[src/rtl/scffi_mode_cfg_ctrl.sv]
// Configuration-chain controller: buffers NUM_TILES mode words and serializes them into the CCFF chain.
// Optional read-back verify pass enabled by defining SCFFI_CFG_VERIFY_EN.
module scffi_mode_cfg_ctrl #(
    parameter int NUM_TILES = 4,
    parameter int MODE_W    = 7
) (
    input  logic              clk_i,
    input  logic              rst_i,
    input  logic              start_i,
    input  logic              cfg_valid_i,
    output logic              cfg_ready_o,
    input  logic [MODE_W-1:0] cfg_data_i,
    output logic              ccff_head_o,
    output logic              ccff_shift_o,
    input  logic              ccff_tail_i,
    output logic              tile_clr_o,
    output logic              busy_o,
    output logic              done_o,
    output logic              err_o
);

    localparam int TOTAL_BITS = NUM_TILES * MODE_W;
    localparam int BIT_CNT_W  = $clog2(TOTAL_BITS + 1);
    localparam int WORD_CNT_W = $clog2(NUM_TILES + 1);

    typedef enum logic [2:0] {
        ST_IDLE   = 3'd0,
        ST_LOAD   = 3'd1,
        ST_SHIFT  = 3'd2,
        ST_VERIFY = 3'd3,
        ST_DONE   = 3'd4
    } state_t;

    state_t                  state_q;
    state_t                  state_d;
    logic [WORD_CNT_W-1:0]   word_cnt_q;
    logic [BIT_CNT_W-1:0]    bit_cnt_q;
    logic [TOTAL_BITS-1:0]   stream_q;
    logic [TOTAL_BITS-1:0]   stream_load;
    logic [TOTAL_BITS-1:0]   stream_rot;
    logic                    head_q;
    logic                    head_d;
    logic                    accept;
    logic                    last_word;
    logic                    last_bit;
    logic                    start_ok;
    logic                    shifting;
    logic                    shifting_next;

    assign accept    = cfg_valid_i && (state_q == ST_LOAD);
    assign last_word = accept && (word_cnt_q == WORD_CNT_W'(NUM_TILES - 1));
    assign last_bit  = (bit_cnt_q == BIT_CNT_W'(TOTAL_BITS - 1));
    assign start_ok  = start_i && ((state_q == ST_IDLE) || (state_q == ST_DONE));
    assign shifting  = (state_q == ST_SHIFT) || (state_q == ST_VERIFY);
    assign shifting_next = (state_d == ST_SHIFT) || (state_d == ST_VERIFY);

    // Words enter at the top and slide down, so after the last word the
    // register equals {word[N-1], ..., word[0]} and the stream is read MSB first.
    assign stream_load = (stream_q >> MODE_W) | (TOTAL_BITS'(cfg_data_i) << (TOTAL_BITS - MODE_W));
    // Rotating keeps the full image intact after one pass, ready for a resend.
    assign stream_rot  = (stream_q << 1) | (stream_q >> (TOTAL_BITS - 1));

    // NOTE: state and datapath registers use non-blocking assignments so every
    // flop samples the pre-edge values regardless of statement order.
    always_ff @(posedge clk_i or posedge rst_i) begin
        if (rst_i) begin
            state_q <= ST_IDLE;
        end else begin
            state_q <= state_d;
        end
    end

    // NOTE: every combinational output gets a default first so no path infers a latch.
    always_comb begin
        state_d = state_q;
        case (state_q)
            ST_IDLE, ST_DONE: begin
                if (start_i) state_d = ST_LOAD;
            end
            ST_LOAD: begin
                if (last_word) state_d = ST_SHIFT;
            end
            ST_SHIFT: begin
                if (last_bit) begin
`ifdef SCFFI_CFG_VERIFY_EN
                    state_d = ST_VERIFY;
`else
                    state_d = ST_DONE;
`endif
                end
            end
            ST_VERIFY: begin
                if (last_bit) state_d = ST_DONE;
            end
            default: state_d = ST_IDLE;
        endcase
    end

    // The first bit of the stream is the MSB of the final word, which is not
    // yet in the buffer on the accepting edge, so it comes straight from the port.
    always_comb begin
        head_d = 1'b0;
        if (last_word) begin
            head_d = cfg_data_i[MODE_W-1];
        end else if (shifting_next) begin
            head_d = stream_rot[TOTAL_BITS-1];
        end
    end

    always_ff @(posedge clk_i or posedge rst_i) begin
        if (rst_i) begin
            word_cnt_q <= '0;
            bit_cnt_q  <= '0;
            head_q     <= 1'b0;
        end else begin
            if (start_ok) begin
                word_cnt_q <= '0;
            end else if (accept) begin
                word_cnt_q <= word_cnt_q + 1'b1;
            end

            if (shifting && !last_bit) begin
                bit_cnt_q <= bit_cnt_q + 1'b1;
            end else begin
                bit_cnt_q <= '0;
            end

            head_q <= head_d;
        end
    end

    // NOTE: the word buffer carries no reset; its contents are meaningless
    // until a full LOAD has refilled it.
    always_ff @(posedge clk_i) begin
        if (accept) begin
            stream_q <= stream_load;
        end else if (shifting) begin
            stream_q <= stream_rot;
        end
    end

`ifdef SCFFI_CFG_VERIFY_EN
    logic err_q;

    // During the second pass the tail emits pass-1 bit i exactly when the head
    // re-sends bit i, so a plain compare against the head register suffices.
    always_ff @(posedge clk_i or posedge rst_i) begin
        if (rst_i) begin
            err_q <= 1'b0;
        end else if (start_ok) begin
            err_q <= 1'b0;
        end else if ((state_q == ST_VERIFY) && (ccff_tail_i != head_q)) begin
            err_q <= 1'b1;
        end
    end

    assign err_o = err_q;
`else
    logic unused_tail;
    assign unused_tail = ccff_tail_i;
    assign err_o       = 1'b0;
`endif

    assign cfg_ready_o  = (state_q == ST_LOAD);
    assign ccff_shift_o = shifting;
    assign ccff_head_o  = head_q;
    assign tile_clr_o   = (state_q == ST_LOAD) || shifting;
    assign busy_o       = (state_q == ST_LOAD) || shifting;
    assign done_o       = (state_q == ST_DONE);

endmodule

[config.mk]
export PLATFORM = sky130hd
export DESIGN_NAME = scffi_mode_cfg_ctrl
export DESIGN_NICKNAME = d
export VERILOG_FILES = /design/src/rtl/scffi_mode_cfg_ctrl.sv
export SDC_FILE = /design/constraint.sdc
export NUM_CORES = 1
export LEC_CHECK = 0
export ABC_AREA = 0
export CORE_MARGIN = 2
export CORE_UTILIZATION = 50
export DETAILED_ROUTE_END_ITERATION = 10
export PLACE_DENSITY_LB_ADDON = 0.2
export SYNTH_ARGS = -nofsm -noshare
export SYNTH_HDL_FRONTEND = slang
export SYNTH_SLANG_ARGS = --single-unit
[constraint.sdc]
create_clock -name clk_i -period 3.9 [get_ports clk_i]
set_input_delay 0.39 -clock clk_i [delete_from_list [all_inputs] [get_ports clk_i]]
set_output_delay 0.39 -clock clk_i [all_outputs]
set_load 0.01 [all_outputs]
* Word level (Yosys, flattened, before mapping) *
Index checks and enable logic that the tools add are counted.

storage, ports and cells
  bits in registers = 40
  input port bits = 12
  logic and storage cells = 42

operators by class
  add/subtract/negate cells = 2
  equality and inequality tests = 8
  multiplexer cells = 11
  bitwise logic cells = 2
  reductions and logical operators = 14

operators with widths
  operator               number
  $mux W28               2
  $or A21 B28 Y28        1
  $or A28 B1 Y28         1
  $eq A3 B2 Y1 const B   5
  $mux W3                5
  $pmux W3 S3            1
  $add A5 B1 Y5 const B  1
  $eq A5 B5 Y1 const B   1
  $mux W5                1
  $logic_and A1 B1 Y1    4
  $logic_or A1 B1 Y1     4
  $reduce_bool A2 Y1     2
  $reduce_or A2 Y1       2
  $add A3 B1 Y3 const B  1
  $eq A3 B1 Y1 const B   1
  $eq A3 B3 Y1 const B   1
  $logic_not A3 Y1       1
  $mux W1                2
  $logic_not A1 Y1       1

* Depth between registers and ports, before layout *
  word-level depth = 9
  depth in mapped cells = 5

* Worst setup path after synthesis *
Ideal clock, no wire load.

  path type = register -> register
  start point = register state_q[2]
  end point = register stream_q[0] (enable)
  setup time = 0.389 ns
  arrival = 1.736 ns
  required time = 3.511 ns
  path slack = 1.775 ns
  cell stages (with the launch flop) = 5
  period minus slack after synthesis = 2.125 ns
  path through = dfrtp_1 > nor4bb_1 > buf_4 > buf_8 > nand2b_1

between the ends
  cells in the longest elaborated chain, start to end = 3

ends and longest elaborated chain
  element                                                           RTL line  text
  start, declared                                                   34        state_t state_q;
  start signal, assigned                                            69        state_q <= state_d;
  $eq A3 B1 Y1 / $eq A3 B2 Y1 (equally long branches)               50, 54
  $logic_and A1 B1 Y1 / $logic_or A1 B1 Y1 (equally long branches)  50, 54
  $reduce_bool A2 Y1 (no source line) *                             -
  end signal, assigned                                              136       stream_q <= stream_load;
  end signal, assigned                                              138       stream_q <= stream_rot;
  end, declared                                                     38        logic [TOTAL_BITS-1:0] stream_q;

Mark *: on every way between the ends. The rest lies on a longest branch, timed or not.
A chain may end at the register's enable or synchronous reset.

* Worst setup path in the final report *
  start point = input port cfg_valid_i
  end point = register stream_q[17] (enable)

between the ends
  cells in the longest elaborated chain, start to end = 2

ends and longest elaborated chain
  element                              RTL line  text
  start, declared                      10        input logic cfg_valid_i,
  $logic_and A1 B1 Y1                  50        assign accept = cfg_valid_i && (state_q == ST_LOAD);
  $reduce_bool A2 Y1 (no source line)  -

No other way between the ends.

==> run summary <==
I/O Buffers = 16
DRC viols = 0
CTS tree = yes
Vias in the first global route = 942
Net Sw Power = 0.469 mW
Synth unique cells = 24
Achievable Freq = 452 MHz
TritonRoute pass-1 iters = 4
CTS root buffer = clkbuf_8
Initial antenna violation count = 0
Final WL = 2700 um
Total track usage = 14.6%
CTS buffer count = 5
Nets = 154
Int Pwr = 1.22 mW
Std cell rows = 22
Cell Pwr Density = 793 nW/um2
Layout cell share with drive strength beyond 1 = 25.7%
Async SR Flop Fraction = 30.0%
Crit path max fanout = 36
Synthesized area per cell = 15.6 um2
Yosys warning count = 0
GRT Residual Overflow = 0
Leak = 0.866 nW
ANT nets after route = 0
Wire per inst = 14.3 um
CTS max path bufs = 2
Worst Max-Slew Pin Slew = 0.521 ns
Register area share after synthesis = 61.0%
Slew HR = 65.2%
Setup Buffers After CTS = 0
Final Setup Violations = 0
CP Capture Type = flip-flop
Die Y = 65.2 um
Slew Viols, Final = 0
Mapped Nets = 135
Endpoints failing hold = 0
Gp weighted congestion = 0.800
Die width = 65.2 um
Diodes inserted = 0
Routed vias/inst = 5.06
First-pass GRT wire length = 4580 um
Core area = 3630 um2
Fin crit share = 56.7%
Top post-synthesis cells by count = 28 x edfxtp_1, 20 x mux2_4, 12 x dfrtp_1
Cts hold-fix bufs = 0
Worst Path Required = 3.85 ns
Netlist Area Pre-Place = 1870 um2
Worst-Skew Late Latency = 0.28 ns
WS Path Type = primary input to flip-flop
Final clock skew = 0.00291 ns
Post-cts repair resize count = 0
Top-Level Pins = 19
Final Hold Slack = 0.414 ns
Reg clk slew, reported paths = 0.07 ns
TNS Setup = 0 ns
FF-to-FF path depth = 4
Clock share of power = 14.9%
Top-count cell post-synth = edfxtp_1
R2R Path Start = state_q[2]$_DFF_PP0_
Register share of total power = 51.4%
Setup slack, reg-to-reg = 1.83 ns
Starting Density = 51.5%
Outcome = completed
Minimum clock period = 2.21 ns
Leading area contributor after synthesis = edfxtp_1
Synth Flop Type = edfxtp_1
Starting DRT DRC Count = 30
Logic gate share of total power = 33.7%
Synth area leaders = edfxtp_1 45%, dfrtp_1 16%, mux2_4 16%
Number of synthesized flops with an enable pin = 28
Post-DP HPWL = 1840 um
Number of max-cap violations = 0
Peak supply drop = 402 uV
Vias = 952
Reg2Reg Capture Point = stream_q[17]$_DFFE_PP_
CTS Sinks = 40
Worst EP arrival = 2.16 ns
Crit path launch type = primary input
H-tree Lvls = 2
Die area = 4250 um2
Sw Ratio = 27.8%
RSZ-0062 raised after global routing = false
Area growth syn-to-layout = 13.5%
Post-Synthesis Cells = 120
Hold Crit Class = primary input to asynchronous set/reset pin
Register bit total from synthesis = 40
Filler cells = 306
Synth top area share = 44.9%
Largest net degree at the start of global routing = 37
==> routing by layer <==
metal,track usage (%),routed length [um],share of wire [%],vias up
li1,-,-,-,468
met2,20.7,1240,46,13
met4,4.69,33,1.2,0
met5,0,0,0,-
met1,21.1,1330,49,467
met3,5.14,89,3.3,4
==> flip-flops by register name, summed over array words and instances, names as in the netlist <==
register     cells
word_cnt_q       3
state_q          3
bit_cnt_q        5
ccff_head_o      1
stream_q        28
==> power groups by stage <==
stage,logic (mW),clock network [mW],registers (mW)
6_report,0.568,0.250,0.867
5_1_grt,0.622,0.282,0.894
4_1_cts,0.574,0.263,0.870
3_5_place_dp,0.570,0,0.878
3_3_place_gp,0.558,0,0.868
2_1_floorplan,0.475,0,0.831
==> critical path, stage by stage <==
cell	delay, ns
clkdlybuf4s50_1	0.49
nor4bb_4	0.27
buf_4	0.48
nand2b_1	0.17
buf_4	0.34
==> cell usage in the layout, fill, tap and decap left out, drive strengths merged, types with 3 or more instances in the layout <==
| master | count |
|---|---|
| nand2 | 8 |
| nor2 | 7 |
| dfrtp | 12 |
| mux2 | 28 |
| clkbuf | 7 |
| edfxtp | 28 |
| clkdlybuf4s50 | 16 |
| nand2b | 3 |
| ha | 3 |
| inv | 7 |
==> layout make-up <==
cell class | count | area [um2] | share of cell area, %
sequential | 40 | 1140 | 53.7
multi-input combinational | 67 | 641 | 30.2
timing repair buffer | 18 | 175 | 8.25
clock buffer | 7 | 76.3 | 3.59
tap | 48 | 60.1 | 2.83
inverter | 7 | 26.3 | 1.24
clock inverter | 1 | 3.75 | 0.177
==> metrics by stage <==
stage | utilization [%] | power, mW | area (um2) | cells | setup slack [ns]
6_report | 58.4 | 1.68 | 2120 | 188 | 1.69
5_1_grt | 58.4 | 1.80 | 2120 | 188 | 1.59
4_1_cts | 58.4 | 1.71 | 2120 | 188 | 1.68
3_5_place_dp | 56.2 | 1.45 | 2040 | 180 | 1.37
3_3_place_gp | 56.2 | 1.43 | 2040 | 180 | 1.41
2_1_floorplan | - | 1.31 | 1870 | 120 | 1.78
==> how the worst max path moves through the flow <==
stage / startpoint / end / slack (ns) / depth (start not counted)
2_1_floorplan: state_q[2]$_DFF_PP0_ / stream_q[0]$_DFFE_PP_ / 1.78 / 4
3_3_place_gp: cfg_valid_i / stream_q[22]$_DFFE_PP_ / 1.41 / 5
6_report: cfg_valid_i / stream_q[17]$_DFFE_PP_ / 1.69 / 5
5_1_grt: cfg_valid_i / stream_q[21]$_DFFE_PP_ / 1.59 / 5
3_5_place_dp: cfg_valid_i / stream_q[23]$_DFFE_PP_ / 1.37 / 5
4_1_cts: cfg_valid_i / stream_q[22]$_DFFE_PP_ / 1.68 / 5
==> logic make-up after synthesis <==
group / share of synthesized area (%)
AO/OA/AOI/OAI: 2.74
XOR/XNOR: 0.937
adder cells (fa/ha/maj): 2.01
buffers and inverters: 5.55
flip-flops: 61.0
multiplexers: 20.9
other: 0.200
AND/OR/NAND/NOR: 6.69
Note: power is estimated with default switching activity, not from simulation.
